`config.mk`:
```
export PLATFORM = sky130hd
export DESIGN_NAME = rect_render
export DESIGN_NICKNAME = d
export VERILOG_FILES = /design/src/rtl/vga_pkg.sv /design/src/rtl/signal_delay.sv /design/src/rtl/rect_render.sv
export SDC_FILE = /design/constraint.sdc
export NUM_CORES = 1
export LEC_CHECK = 0
export CAP_MARGIN = 20
export CORE_MARGIN = 2
export CORE_UTILIZATION = 48
export CTS_CLUSTER_SIZE = 25
export DETAILED_ROUTE_END_ITERATION = 8
export PLACE_DENSITY = 0.84
export SETUP_SLACK_MARGIN = 0.05
export SLEW_MARGIN = 20
export SYNTH_ARGS = -nofsm -noshare
export SYNTH_HDL_FRONTEND = slang
export SYNTH_SLANG_ARGS = --single-unit
export TNS_END_PERCENT = 1
```
`constraint.sdc`:
```
create_clock -name clk -period 3.88 [get_ports clk]
set_input_delay 0.582 -clock clk [delete_from_list [all_inputs] [get_ports clk]]
set_output_delay 0.582 -clock clk [all_outputs]
set_load 0.005 [all_outputs]
```
`src/rtl/vga_pkg.sv`:
```
// Shared VGA constants, timing-bus struct and the rectangle span test.
package vga_pkg;

  localparam int H_VISIBLE = 800;
  localparam int H_TOTAL   = 1056;
  localparam int V_VISIBLE = 600;
  localparam int V_TOTAL   = 628;

  localparam int RGB_W = 12;
  localparam int CNT_W = 11;
  localparam int POS_W = 12;

  localparam int              RECT_WIDTH_DEF  = 48;
  localparam int              RECT_HEIGHT_DEF = 64;
  localparam logic [RGB_W-1:0] RECT_COLOR_DEF = 12'hF80;

  // Timing signals that travel together through the pipeline.
  typedef struct packed {
    logic [CNT_W-1:0] hcount;
    logic             hsync;
    logic             hblnk;
    logic [CNT_W-1:0] vcount;
    logic             vsync;
    logic             vblnk;
  } vga_tbus_t;

  localparam int TBUS_W = $bits(vga_tbus_t);

  // 13-bit span test: start+len never wraps, so a rectangle running past
  // 4095 is clipped rather than reappearing at the low edge.
  function automatic logic in_span(input logic [12:0] p,
                                   input logic [12:0] start,
                                   input logic [12:0] len);
    return (p >= start) && (p < start + len);
  endfunction

endpackage

```
`src/rtl/signal_delay.sv`:
```
// Fixed-latency shift register for an arbitrary-width bus.
module signal_delay #(
  parameter int WIDTH   = 8,
  parameter int CLK_DEL = 1
) (
  input  logic             clk,
  input  logic             rst,
  input  logic [WIDTH-1:0] din,
  output logic [WIDTH-1:0] dout
);

  logic [CLK_DEL-1:0][WIDTH-1:0] del_q, del_d;

  // Shift one stage per clock; stage 0 takes the input.
  always_comb begin
    del_d[0] = din;
    for (int i = 1; i < CLK_DEL; i++) del_d[i] = del_q[i-1];
  end

  // Pipeline storage, cleared asynchronously.
  always_ff @(posedge clk or posedge rst) begin
    if (rst) del_q <= '0;
    else     del_q <= del_d;
  end

  assign dout = del_q[CLK_DEL-1];

endmodule

```
`src/rtl/rect_render.sv`:
```
// Draws a solid rectangle over the incoming pixel stream. Position is
// latched once per frame on the vblnk rising edge; two-stage pipeline.
module rect_render
  import vga_pkg::*;
#(
  parameter int               RECT_WIDTH  = RECT_WIDTH_DEF,
  parameter int               RECT_HEIGHT = RECT_HEIGHT_DEF,
  parameter logic [11:0]      RECT_COLOR  = RECT_COLOR_DEF
) (
  input  logic        clk,
  input  logic        rst,
  input  logic [11:0] xpos,
  input  logic [11:0] ypos,
  input  logic [10:0] hcount_in,
  input  logic        hsync_in,
  input  logic        hblnk_in,
  input  logic [10:0] vcount_in,
  input  logic        vsync_in,
  input  logic        vblnk_in,
  input  logic [11:0] rgb_in,
  output logic [10:0] hcount_out,
  output logic        hsync_out,
  output logic        hblnk_out,
  output logic [10:0] vcount_out,
  output logic        vsync_out,
  output logic        vblnk_out,
  output logic [11:0] rgb_out
);

  vga_tbus_t tbus_in, tbus_out;

  logic        vblnk_prev_q, vblnk_prev_d;
  logic [11:0] x_lat_q, x_lat_d;
  logic [11:0] y_lat_q, y_lat_d;
  logic        pos_valid_q, pos_valid_d;
  logic        vblnk_rise;
  logic        hit;
  logic        hit_q, hit_d;
  logic        blank_s1_q, blank_s1_d;
  logic [11:0] rgb_s1_q, rgb_s1_d;
  logic [11:0] rgb_out_q, rgb_out_d;

  // Timing bus rides a plain 2-cycle delay line to match the colour path.
  assign tbus_in = '{hcount: hcount_in, hsync: hsync_in, hblnk: hblnk_in,
                     vcount: vcount_in, vsync: vsync_in, vblnk: vblnk_in};

  signal_delay #(.WIDTH(TBUS_W), .CLK_DEL(2)) u_tbus_dly (
    .clk  (clk),
    .rst  (rst),
    .din  (tbus_in),
    .dout (tbus_out)
  );

  // Position shadow: capture only on vblnk rise so a frame never tears.
  always_comb begin
    vblnk_rise   = vblnk_in & ~vblnk_prev_q;
    vblnk_prev_d = vblnk_in;
    x_lat_d      = x_lat_q;
    y_lat_d      = y_lat_q;
    pos_valid_d  = pos_valid_q;
    if (vblnk_rise) begin
      x_lat_d     = xpos;
      y_lat_d     = ypos;
      pos_valid_d = 1'b1;
    end
  end

  // Stage 1: hit test against the latched position; gated by pos_valid.
  always_comb begin
    hit = in_span({2'b00, hcount_in}, {1'b0, x_lat_q}, 13'(RECT_WIDTH)) &
          in_span({2'b00, vcount_in}, {1'b0, y_lat_q}, 13'(RECT_HEIGHT));
    hit_d      = hit & pos_valid_q;
    blank_s1_d = hblnk_in | vblnk_in;
    rgb_s1_d   = rgb_in;
  end

  // Stage 2: blanking forces black, otherwise rectangle over background.
  always_comb begin
    if (blank_s1_q)  rgb_out_d = '0;
    else if (hit_q)  rgb_out_d = RECT_COLOR;
    else             rgb_out_d = rgb_s1_q;
  end

  // All state clears asynchronously, including the edge detector.
  always_ff @(posedge clk or posedge rst) begin
    if (rst) begin
      vblnk_prev_q <= 1'b0;
      x_lat_q      <= '0;
      y_lat_q      <= '0;
      pos_valid_q  <= 1'b0;
      hit_q        <= 1'b0;
      blank_s1_q   <= 1'b0;
      rgb_s1_q     <= '0;
      rgb_out_q    <= '0;
    end else begin
      vblnk_prev_q <= vblnk_prev_d;
      x_lat_q      <= x_lat_d;
      y_lat_q      <= y_lat_d;
      pos_valid_q  <= pos_valid_d;
      hit_q        <= hit_d;
      blank_s1_q   <= blank_s1_d;
      rgb_s1_q     <= rgb_s1_d;
      rgb_out_q    <= rgb_out_d;
    end
  end

  assign hcount_out = tbus_out.hcount;
  assign hsync_out  = tbus_out.hsync;
  assign hblnk_out  = tbus_out.hblnk;
  assign vcount_out = tbus_out.vcount;
  assign vsync_out  = tbus_out.vsync;
  assign vblnk_out  = tbus_out.vblnk;
  assign rgb_out    = rgb_out_q;

endmodule

```
==> summary.txt <==
DP Wirelength: 6046 um
asr flop ratio synth: 100.0%
Post-Syn Area: 3976 sq um
Nets: 522
Final Setup Violations: 0
crit path DAT: 2660 ps
P per Cell Area: 411.3 nW/um^2
Mapped Nets: 411
max_cap viols: 0
Rows: 33
Post-Syn Instances: 311
max_slew headroom: 51.20%
switch share: 25.90%
sequential area share after synthesis: 64.82%
Clock Skew: 10.16 ps
Sw Pwr: 0.5667 mW
vias in the first global route: 2662
Setup Buffers After CTS: 0
area of the core: 8134 sq um
Port Buffers: 101
DRT iter0 DRCs: 115
Final Non-Filler Cells: 532
number of gates resized after cts: 0
fin. max-slew vios: 0
CP Launch Type: flip-flop
Die Ht: 95.02 um
drt pass-1 iters: 4
largest cells by area after synthesis: dfrtp_1 (65%), ha_1 (11%), o21ai_0 (3.0%), inv_1 (2.5%), nand2_1 (2.2%)
Hold Path Class: reg2reg
Filler cells: 627
TritonCTS clock tree: built
Critical Path End Type: flip-flop
Starting Density: 48.88%
library cells used by synthesis: 35
synth-to-layout area growth: 33.76%
via density per instance: 4.887
die area: 9028 sq um
combinational share of power: 18.1%
H-tree Lvls: 3
Total Wirelength: 7773 um
Ports: 102
CTS Root Cell: clkbuf_8
status: finished clean
layout cells sized above 1: 7.494%
ant diodes: 0
Congestion Overflow GR: 0
Yosys Warn Count: 0
Clock Path Buffers: 2
Final Hold Fails: 0
Yosys reg bits: 103
setup slack after layout: 1453 ps
post-route ant nets: 0
Final Wtd Congestion: 0.8791
clock share of power: 28.0%
crit path kind: reg2reg
wire per inst: 14.61 um
Worst Max-Slew Pin Slew: 732.0 ps
pre-CTS setup slack: 1170 ps
Fmax: 0.4121 GHz
Vias: 2600
Worst-path clk slew: 90 ps
Chip Width: 95.02 um
number of synthesized flops with an enable pin: 0
Worst-Skew Late Latency: 350 ps
RSZ-0062 raised after global routing: false
Post-CTS Hold Buffers: 0
Critical Path Fanout Max: 4
TritonCTS Buffers: 9
Worst Path Required: 4120 ps
P_int: 1.621 mW
area leader, netlist: dfrtp_1
syn_area_per_cell: 12.79 sq um
Setup TNS: 0 ps
ys flop type: dfrtp_1
clock sink total: 103
Flop pwr share: 53.9%
largest net degree at the start of global routing: 63
share of the synthesized area in the top cell type: 64.82%
initial antenna violation count: 0
P_leak: 2.369 nW
shortest period the worst path allows: 2427 ps
Design Power: 2.188 mW
drt drc: 0
Worst VDD drop: 166.8 uV
Placed Cells incl. Taps: 516
gr usage total: 18.09%
first-pass GRT wire length: 12450 um
fin crit share: 62.54%
Min Hold Slack: 351.4 ps
-- cell families (layout without fill, tap and decap cells) --
| group | after synthesis | in the layout | synth area share (%) |
|---|---|---|---|
| multiplexers | 5 | 5 | 1.384 |
| adder cells (fa/ha/maj) | 36 | 36 | 11.33 |
| flip-flops | 103 | 103 | 64.82 |
| XOR/XNOR | 8 | 8 | 1.762 |
| buffers and inverters | 31 | 147 | 2.958 |
| AND/OR/NAND/NOR | 73 | 73 | 9.345 |
| AO/OA/AOI/OAI | 55 | 55 | 8.402 |
-- routing by layer --
layer  track usage [%]  wire [um]  vias up
li1                  -          -     1276
met1             22.51       3323     1231
met2             31.86       3930       81
met3             2.292        375       12
met4             7.609        144        0
met5                 0          0        -
-- critical path, stage by stage, from the launching register on --
cell and delay [ps]:
dfrtp_1 400, inv_1 100, ha_1 260, nor3_1 190
xnor2_1 100, ha_1 290, nand3_1 90, a2111oi_0 420
o311ai_1 140, a21oi_1 240, nor4b_2 80
-- sequential cells by signal, indices dropped and copies added, names as in the netlist --
register	flops
u_tbus_dly.dout	26
x_lat_q	12
rgb_out	12
hit_q	1
u_tbus_dly.del_d	26
rgb_s1_q	12
blank_s1_q	1
pos_valid_q	1
y_lat_q	12
-- cell type report --
type	count	area, sq um	area share (%)
clock buffer	12	155.1	2.917
multi-input combinational	177	1284	24.14
tap	105	131.4	2.470
inverter	26	100.1	1.882
sequential	103	2577	48.46
clock inverter	4	30.03	0.5646
timing repair buffer	105	1041	19.57
-- worst paths after layout --
check,cells after the start,end,slack [ps],from
worst max-delay path,10,hit_q,1450,x_lat_q[4]
worst min-delay path,0,u_tbus_dly.dout[19],350,u_tbus_dly.del_d[45]
worst max register to register,10,hit_q,1450,x_lat_q[4]
worst min register to register,0,u_tbus_dly.dout[19],350,u_tbus_dly.del_d[45]
max in group asynchronous,3,x_lat_q[0],2390,rst
min in group asynchronous,2,rgb_s1_q[5],710,rst
-- placed cells by master, fill, tap and decap left out, drive strengths merged, types with 2 or more instances in the layout --
cell             n
a2111oi          3
a21oi           14
and2             7
buf              4
clkbuf          12
clkdlybuf4s50  101
clkinv           3
dfrtp          103
ha              36
inv             26
mux2             4
nand2           23
nand2b           3
nand3            6
nand4            5
nand4b           2
nor2            17
nor2b            2
nor3             3
o2111ai          2
o211ai           2
o21a             4
o21ai           24
o22ai            2
or2              2
xnor2            7
-- per-stage QoR --
stage / cell area (sq um) / utilization [%]
after floorplan: 3976 / -
after global placement: 5134 / 63.11
after detailed placement: 5134 / 63.11
after CTS: 5319 / 65.39
after global routing: 5319 / 65.39
final: 5319 / 65.39
-- synth_stat cells (2+ instances only) --
master / n
and2_1: 7
nor2b_1: 2
o21ai_0: 24
o2111ai_1: 2
inv_1: 26
a21oi_1: 14
nor3_1: 2
nand4b_1: 2
nand2b_1: 3
o211ai_2: 2
dfrtp_1: 103
nor2_1: 17
o22ai_1: 2
nand2_1: 23
xnor2_1: 7
or2_2: 2
ha_1: 36
nand4_1: 5
clkbuf_1: 4
a2111oi_0: 3
o21a_1: 4
mux2_2: 4
nand3_1: 5
-- power by group through the flow --
| stage | sequential (mW) | combinational (mW) | clock (mW) |
|---|---|---|---|
| finish | 1.18 | 0.397 | 0.612 |
| CTS | 1.18 | 0.402 | 0.630 |
| floorplan | 1.20 | 0.217 | 0 |
| detailed placement | 1.20 | 0.396 | 0 |
| global route | 1.19 | 0.448 | 0.676 |
| global placement | 1.20 | 0.383 | 0 |
(Power assumes the default switching activity.)
